<file path="src/rtl/mod12_mon_pkg.sv">
// Shared types and constants for the mod-12 event monitor.
// Event record layout: [7:6] event type, [5:4] zero, [3:0] sampled count value.
package mod12_mon_pkg;

  localparam logic [3:0] MOD12_MAX = 4'd11;
  localparam int         EVT_W     = 8;

  typedef enum logic [1:0] {
    EVT_UP_WRAP   = 2'b00,
    EVT_DOWN_WRAP = 2'b01,
    EVT_JUMP      = 2'b10,
    EVT_RANGE_ERR = 2'b11
  } evt_type_e;

  // Pack an event type and the sampled count into one FIFO record.
  function automatic logic [EVT_W-1:0] make_evt(input evt_type_e t, input logic [3:0] cur);
    make_evt = {t, 2'b00, cur};
  endfunction

endpackage

</file>
<file path="src/rtl/mod12_mon_fifo.sv">
// Synchronous FIFO holding event records for the mod-12 event monitor.
// Handshake: a pop happens only when pop=1 and the FIFO is non-empty; a push
// is accepted when the FIFO is not full, or when it is full and a pop happens
// on the same edge. head_data reads zero while empty.
module mod12_mon_fifo import mod12_mon_pkg::*; #(
  parameter int DEPTH = 4
) (
  input  logic             clock,
  input  logic             reset,
  input  logic             push,
  input  logic [EVT_W-1:0] push_data,
  input  logic             pop,
  output logic [EVT_W-1:0] head_data,
  output logic             full,
  output logic             empty
);

  localparam int AW = (DEPTH > 1) ? $clog2(DEPTH) : 1;
  localparam logic [AW:0] DEPTH_C = (AW+1)'(DEPTH);

  logic [EVT_W-1:0] mem [DEPTH];
  logic [AW-1:0]    wr_ptr;
  logic [AW-1:0]    rd_ptr;
  logic [AW:0]      count;
  logic             do_push;
  logic             do_pop;

  assign empty     = (count == '0);
  assign full      = (count == DEPTH_C);
  assign do_pop    = pop && !empty;
  assign do_push   = push && (!full || do_pop);
  assign head_data = empty ? '0 : mem[rd_ptr];

  // Storage array: written on accepted pushes, never reset.
  always_ff @(posedge clock) begin
    if (do_push) mem[wr_ptr] <= push_data;
  end

  // Pointers and occupancy, cleared asynchronously.
  always_ff @(posedge clock or posedge reset) begin
    if (reset) begin
      wr_ptr <= '0;
      rd_ptr <= '0;
      count  <= '0;
    end else begin
      if (do_push) wr_ptr <= wr_ptr + 1'b1;
      if (do_pop)  rd_ptr <= rd_ptr + 1'b1;
      case ({do_push, do_pop})
        2'b10:   count <= count + 1'b1;
        2'b01:   count <= count - 1'b1;
        default: count <= count;
      endcase
    end
  end

endmodule

</file>
<file path="src/rtl/mod12_event_monitor.sv">
// Mod-12 counter event monitor: classifies each sampled count transition as
// up-wrap, down-wrap, jump or range error and queues one record per event.
// Optional feature macro MOD12_MON_JUMP_EN: when defined, jump events are
// generated; otherwise only wrap and range-error events are queued.
// Handshake: evt_valid=1 whenever a record is queued; the head record is
// consumed on a rising edge with evt_valid=1 and evt_ready=1, and evt_data
// holds stable while evt_valid=1 and evt_ready=0.
module mod12_event_monitor import mod12_mon_pkg::*; #(
  parameter int FIFO_DEPTH = 4,
  parameter int CNT_W      = 8
) (
  input  logic             clock,
  input  logic             reset,
  input  logic [3:0]       count_in,
  output logic             evt_valid,
  input  logic             evt_ready,
  output logic [EVT_W-1:0] evt_data,
  output logic [CNT_W-1:0] wrap_count,
  output logic             range_err,
  output logic             drop_sticky
);

`ifdef MOD12_MON_JUMP_EN
  localparam bit JUMP_EN = 1'b1;
`else
  localparam bit JUMP_EN = 1'b0;
`endif

  logic [3:0]       prev_count;
  logic             prime_q;
  logic [3:0]       prev_inc;
  logic [3:0]       prev_dec;
  logic             cur_range;
  logic             jump_raw;
  logic             evt_hit;
  logic             is_wrap;
  evt_type_e        evt_type;
  logic [EVT_W-1:0] evt_record;
  logic             fifo_full;
  logic             fifo_empty;
  logic             pop;

  assign cur_range = (count_in > MOD12_MAX);
  assign prev_inc  = (prev_count == MOD12_MAX) ? 4'd0 : prev_count + 4'd1;
  assign prev_dec  = (prev_count == 4'd0) ? MOD12_MAX : prev_count - 4'd1;
  assign jump_raw  = (prev_count > MOD12_MAX) ||
                     ((count_in != prev_count) && (count_in != prev_inc) &&
                      (count_in != prev_dec));

  // Prioritised classification of the current sample against the previous one.
  always_comb begin
    evt_hit  = 1'b0;
    is_wrap  = 1'b0;
    evt_type = EVT_JUMP;
    if (prime_q) begin
      if (cur_range) begin
        evt_hit  = 1'b1;
        evt_type = EVT_RANGE_ERR;
      end else if (prev_count == MOD12_MAX && count_in == 4'd0) begin
        evt_hit  = 1'b1;
        is_wrap  = 1'b1;
        evt_type = EVT_UP_WRAP;
      end else if (prev_count == 4'd0 && count_in == MOD12_MAX) begin
        evt_hit  = 1'b1;
        is_wrap  = 1'b1;
        evt_type = EVT_DOWN_WRAP;
      end else if (JUMP_EN && jump_raw) begin
        evt_hit  = 1'b1;
        evt_type = EVT_JUMP;
      end
    end
  end

  assign evt_record = make_evt(evt_type, count_in);
  assign evt_valid  = !fifo_empty;
  assign pop        = evt_valid && evt_ready;

  mod12_mon_fifo #(
    .DEPTH (FIFO_DEPTH)
  ) u_fifo (
    .clock     (clock),
    .reset     (reset),
    .push      (evt_hit),
    .push_data (evt_record),
    .pop       (pop),
    .head_data (evt_data),
    .full      (fifo_full),
    .empty     (fifo_empty)
  );

  // Sample history, wrap counter, range flag and drop flag.
  always_ff @(posedge clock or posedge reset) begin
    if (reset) begin
      prev_count  <= '0;
      prime_q     <= 1'b0;
      wrap_count  <= '0;
      range_err   <= 1'b0;
      drop_sticky <= 1'b0;
    end else begin
      prev_count <= count_in;
      prime_q    <= 1'b1;
      range_err  <= cur_range;
      if (is_wrap && (wrap_count != {CNT_W{1'b1}})) wrap_count <= wrap_count + 1'b1;
      if (evt_hit && fifo_full && !pop) drop_sticky <= 1'b1;
    end
  end

endmodule

</file>
<file path="config.mk">
export PLATFORM = sky130hd
export DESIGN_NAME = mod12_event_monitor
export DESIGN_NICKNAME = d
export VERILOG_FILES = /design/src/rtl/mod12_mon_pkg.sv /design/src/rtl/mod12_mon_fifo.sv /design/src/rtl/mod12_event_monitor.sv
export SDC_FILE = /design/constraint.sdc
export NUM_CORES = 1
export LEC_CHECK = 0
export CORE_MARGIN = 2
export CORE_UTILIZATION = 54
export CTS_CLUSTER_DIAMETER = 60
export DETAILED_ROUTE_END_ITERATION = 10
export GPL_ROUTABILITY_DRIVEN = 0
export PLACE_DENSITY = 0.78
export SLEW_MARGIN = 20
export SYNTH_ARGS = -nofsm -noshare
export SYNTH_HDL_FRONTEND = slang
export SYNTH_SLANG_ARGS = --single-unit
export TNS_END_PERCENT = 5
</file>
<file path="constraint.sdc">
create_clock -name clock -period 2.85 [get_ports clock]
set_clock_uncertainty 0.2 [all_clocks]
set_input_delay 0.57 -clock clock [delete_from_list [all_inputs] [get_ports clock]]
set_output_delay 0.57 -clock clock [all_outputs]
set_load 0.03 [all_outputs]
</file>
==> results.yml <==
power_and_ir_drop:
  power.internal_mw: 1.38
  power.switching_mw: 0.651
  swShare_pct: 32.1
  power.share.clock_pct: 23.5
  peakVddDrop_v: 0.000422
  power_frac_comb_pct: 32.9
  p_leak_nw: 1.06
  pwr_density_cell_nw_per_um2: 788
  power_frac_seq_pct: 43.6
worst_hold_path:
  whs_path_depth: 1
  min_path_type: "flop to flop"
route:
  wl_met3_microns: 157
  met2_length_microns: 1900
  ant_nets: 0
  first_iter_violations: 78
  drt-met1-wl_microns: 1480
  drt-total-wl_microns: 3550
  route.detailed.drc: 0
  drtPass1Iterations: 4
  vias: 1207
  viasPerCell: 5.25
  wire_per_inst_microns: 15.4
  top_layer: "met4"
sta:
  setup_ws_ns: 0.129
  setup_viol: 0
  fmax_ghz: 0.368
  hold_viol: 0
  timing.final.crit_share_pct: 95.5
  slew_headroom_pct: 44.2
  slew_viol_final: 0
  hold_ws_ns: 0.290
  worstMarginPinSlew_ns: 0.836
  rsz0062_at_grt: "no"
  post-route-min-period_ns: 2.72
setup_path:
  regToRegStartpoint: "u_fifo.count[0]$_DFFE_PP0P_"
  crit_arrival_ns: 2.75
  path_buf_inv: 3
  cp-end-kind: "flop"
  reg2reg_setup_slack_ns: 0.35
  path_cells: "clkdlybuf4s50_1, or4b_4, and3_1, inv_1, ha_1, inv_1, fa_2, xor2_1, nor2_1, xor2_1"
  critPathLaunch: "evt_ready"
  cp-start-kind: "input pin"
  r2r_cells: 9
  crit_slowest_cell: "or4b_4"
  worstReg2RegEnd: "u_fifo.count[2]$_DFFE_PP0P_"
  endpoint: "u_fifo.count[2]$_DFFE_PP0P_"
  worstSetupPathType: "input pin to flop"
  crit_required_ns: 2.88
  path_delay_family: "simple AND/OR/NAND/NOR gates"
  path_depth: 10
  slowest_delay_ns: 0.50
  crit_path_max_fanout: 2
floorplan:
  io_pins: 26
  start_util_pct: 55.7
  fp.dieH_microns: 65.2
  core-area_sq_um: 3630
  dieArea_sq_um: 4250
  die_w_microns: 65.2
  fp-row-count: 22
synth:
  yosysTopAreaCell: "edfxtp_1"
  synth.most_common_cell: "edfxtp_1"
  yosys_warnings: 0
  synth.distinct_cells: 34
  synth_area_sq_um: 2020
  syn_avg_cell_area_sq_um: 14.5
  synth-seq-cells: 46
  yosysSeqAreaShare_pct: 62.8
  synth_top_area_share_pct: 35.6
  synth-edff-count: 24
  synth_area_leaders: "edfxtp_1 (36%), dfrtp_1 (27%), mux4_2 (6.7%)"
  synthCells: 140
  synthArstFlopShare_pct: 47.8
  synth_commonest_cells: "edfxtp_1 (24), dfrtp_1 (22), and2_1 (11), inv_1 (10), xnor2_1 (8)"
  synthFlopType: "edfxtp_1"
global_routing:
  grt_pass1_wl_microns: 6050
  grt_pass1_vias: 1257
  grtUsageTotal_pct: 19.8
  grt_start_max_net_pins: 23
  antenna_found_initial: 0
  gr-total-overflow: 0
flow_run:
  drv_cap: 0
finish:
  layout-drive-gt1-share_pct: 22.0
  diodes: 0
  layout.nets: 195
  synthToLayoutAreaGrowth_pct: 27.1
  fill_cells: 261
placement:
  numPortBuffers: 23
  dp_hpwl_microns: 2660
  dp_slack_ns: -0.251
clocking:
  cts_buffers: 5
  htree_levels: 2
  cts_hold_buf: 0
  cts.clk_slew.worst_paths_ns: 0.08
  cts_tree: "built"
  cts_buffer_depth: 2
  clkSinkCount: 46
  cts_root_buf: "clkbuf_8"
  clk_latency_ns: 0.30
run_status:
  outcome: "finished clean"
-- area by class of cell --
| type | count | area [sq um] | share of cell area (%) |
|---|---|---|---|
| clock inverter | 2 | 37.5 | 1.46 |
| sequential | 46 | 1270 | 49.5 |
| inverter | 10 | 37.5 | 1.46 |
| clock buffer | 6 | 72.6 | 2.82 |
| timing repair buffer | 39 | 395 | 15.4 |
| multi-input combinational | 79 | 697 | 27.1 |
| tap | 48 | 60.1 | 2.33 |
-- power by group through the flow --
stage,registers (mW),clock network [mW],logic [mW]
floorplan,0.856,0,0.485
global placement,0.895,0,0.667
detailed placement,0.903,0,0.695
CTS,0.886,0.486,0.671
global route,0.900,0.523,0.728
finish,0.883,0.476,0.667
-- cell families after synthesis --
logic type | synth area share [%]
flops | 62.8
simple gates | 12.0
buf+inv | 3.77
xor+xnor | 4.76
mux | 8.66
compound gates | 2.91
fa+ha+maj | 4.70
other cells | 0.371
-- metal layers --
layer | GRT usage (%) | up-vias
met5 | 0 | -
met4 | 6.77 | 0
met3 | 6.85 | 2
met2 | 33.5 | 27
met1 | 23.5 | 612
li1 | - | 566
-- per-stage QoR --
stage               instances  utilization (%)  instance area, sq um  power (mW)  TNS, ns
finish                    230             70.8                  2570        2.03        0
global route              230             70.8                  2570        2.15        0
CTS                       230             70.2                  2550        2.04        0
detailed placement        221             67.2                  2440        1.60   -0.439
global placement          221             67.2                  2440        1.56   -0.213
floorplan                 141                -                  2030        1.34        0
-- sequential cells by signal (all words and copies together) (netlist names) --
| signal | cells |
|---|---|
| range_err | 1 |
| u_fifo.wr_ptr | 2 |
| u_fifo.rd_ptr | 2 |
| wrap_count | 8 |
| u_fifo.mem | 24 |
| prev_count | 4 |
| prime_q | 1 |
| drop_sticky | 1 |
| u_fifo.count | 3 |
-- worst min-delay path by stage --
stage | from | endpoint | slack [ns]
floorplan | u_fifo.count[2]$_DFFE_PP0P_ | u_fifo.count[2]$_DFFE_PP0P_ | 0.25
global placement | u_fifo.count[2]$_DFFE_PP0P_ | u_fifo.count[2]$_DFFE_PP0P_ | 0.27
detailed placement | u_fifo.count[2]$_DFFE_PP0P_ | u_fifo.count[2]$_DFFE_PP0P_ | 0.27
CTS | u_fifo.count[2]$_DFFE_PP0P_ | u_fifo.count[2]$_DFFE_PP0P_ | 0.30
global route | count_in[2] | prev_count[2]$_DFF_PP0_ | 0.30
finish | u_fifo.count[2]$_DFFE_PP0P_ | u_fifo.count[2]$_DFFE_PP0P_ | 0.29
-- worst register-to-register path, cell delays in order (launching register included) --
cell,delay (ns)
dfrtp_1,0.42
or4b_4,0.56
and3_1,0.21
inv_1,0.05
ha_1,0.16
inv_1,0.07
fa_2,0.33
xor2_1,0.15
nor2_1,0.14
xor2_1,0.15
-- cells in the final DEF (no fill, tap or decap), types with 6 or more instances in the layout --
| master | n |
|---|---|
| edfxtp_1 | 24 |
| dfrtp_1 | 21 |
| clkdlybuf4s50_1 | 16 |
| buf_4 | 12 |
| and2_1 | 11 |
| inv_1 | 10 |
| xnor2_1 | 8 |
| nand2_1 | 7 |
| nor2_1 | 6 |
| mux4_2 | 6 |
| ha_1 | 6 |
| dlygate4sd2_1 | 6 |
-- repair_timing --
| item | CTS | global route |
|---|---|---|
| gates resized for setup | 7 | 5 |
| pin swaps | 0 | 3 |
| setup buffers | 1 | 0 |
| endpoints found under the setup margin | 6 | 2 |
Note: power is estimated with default switching activity, not from simulation.
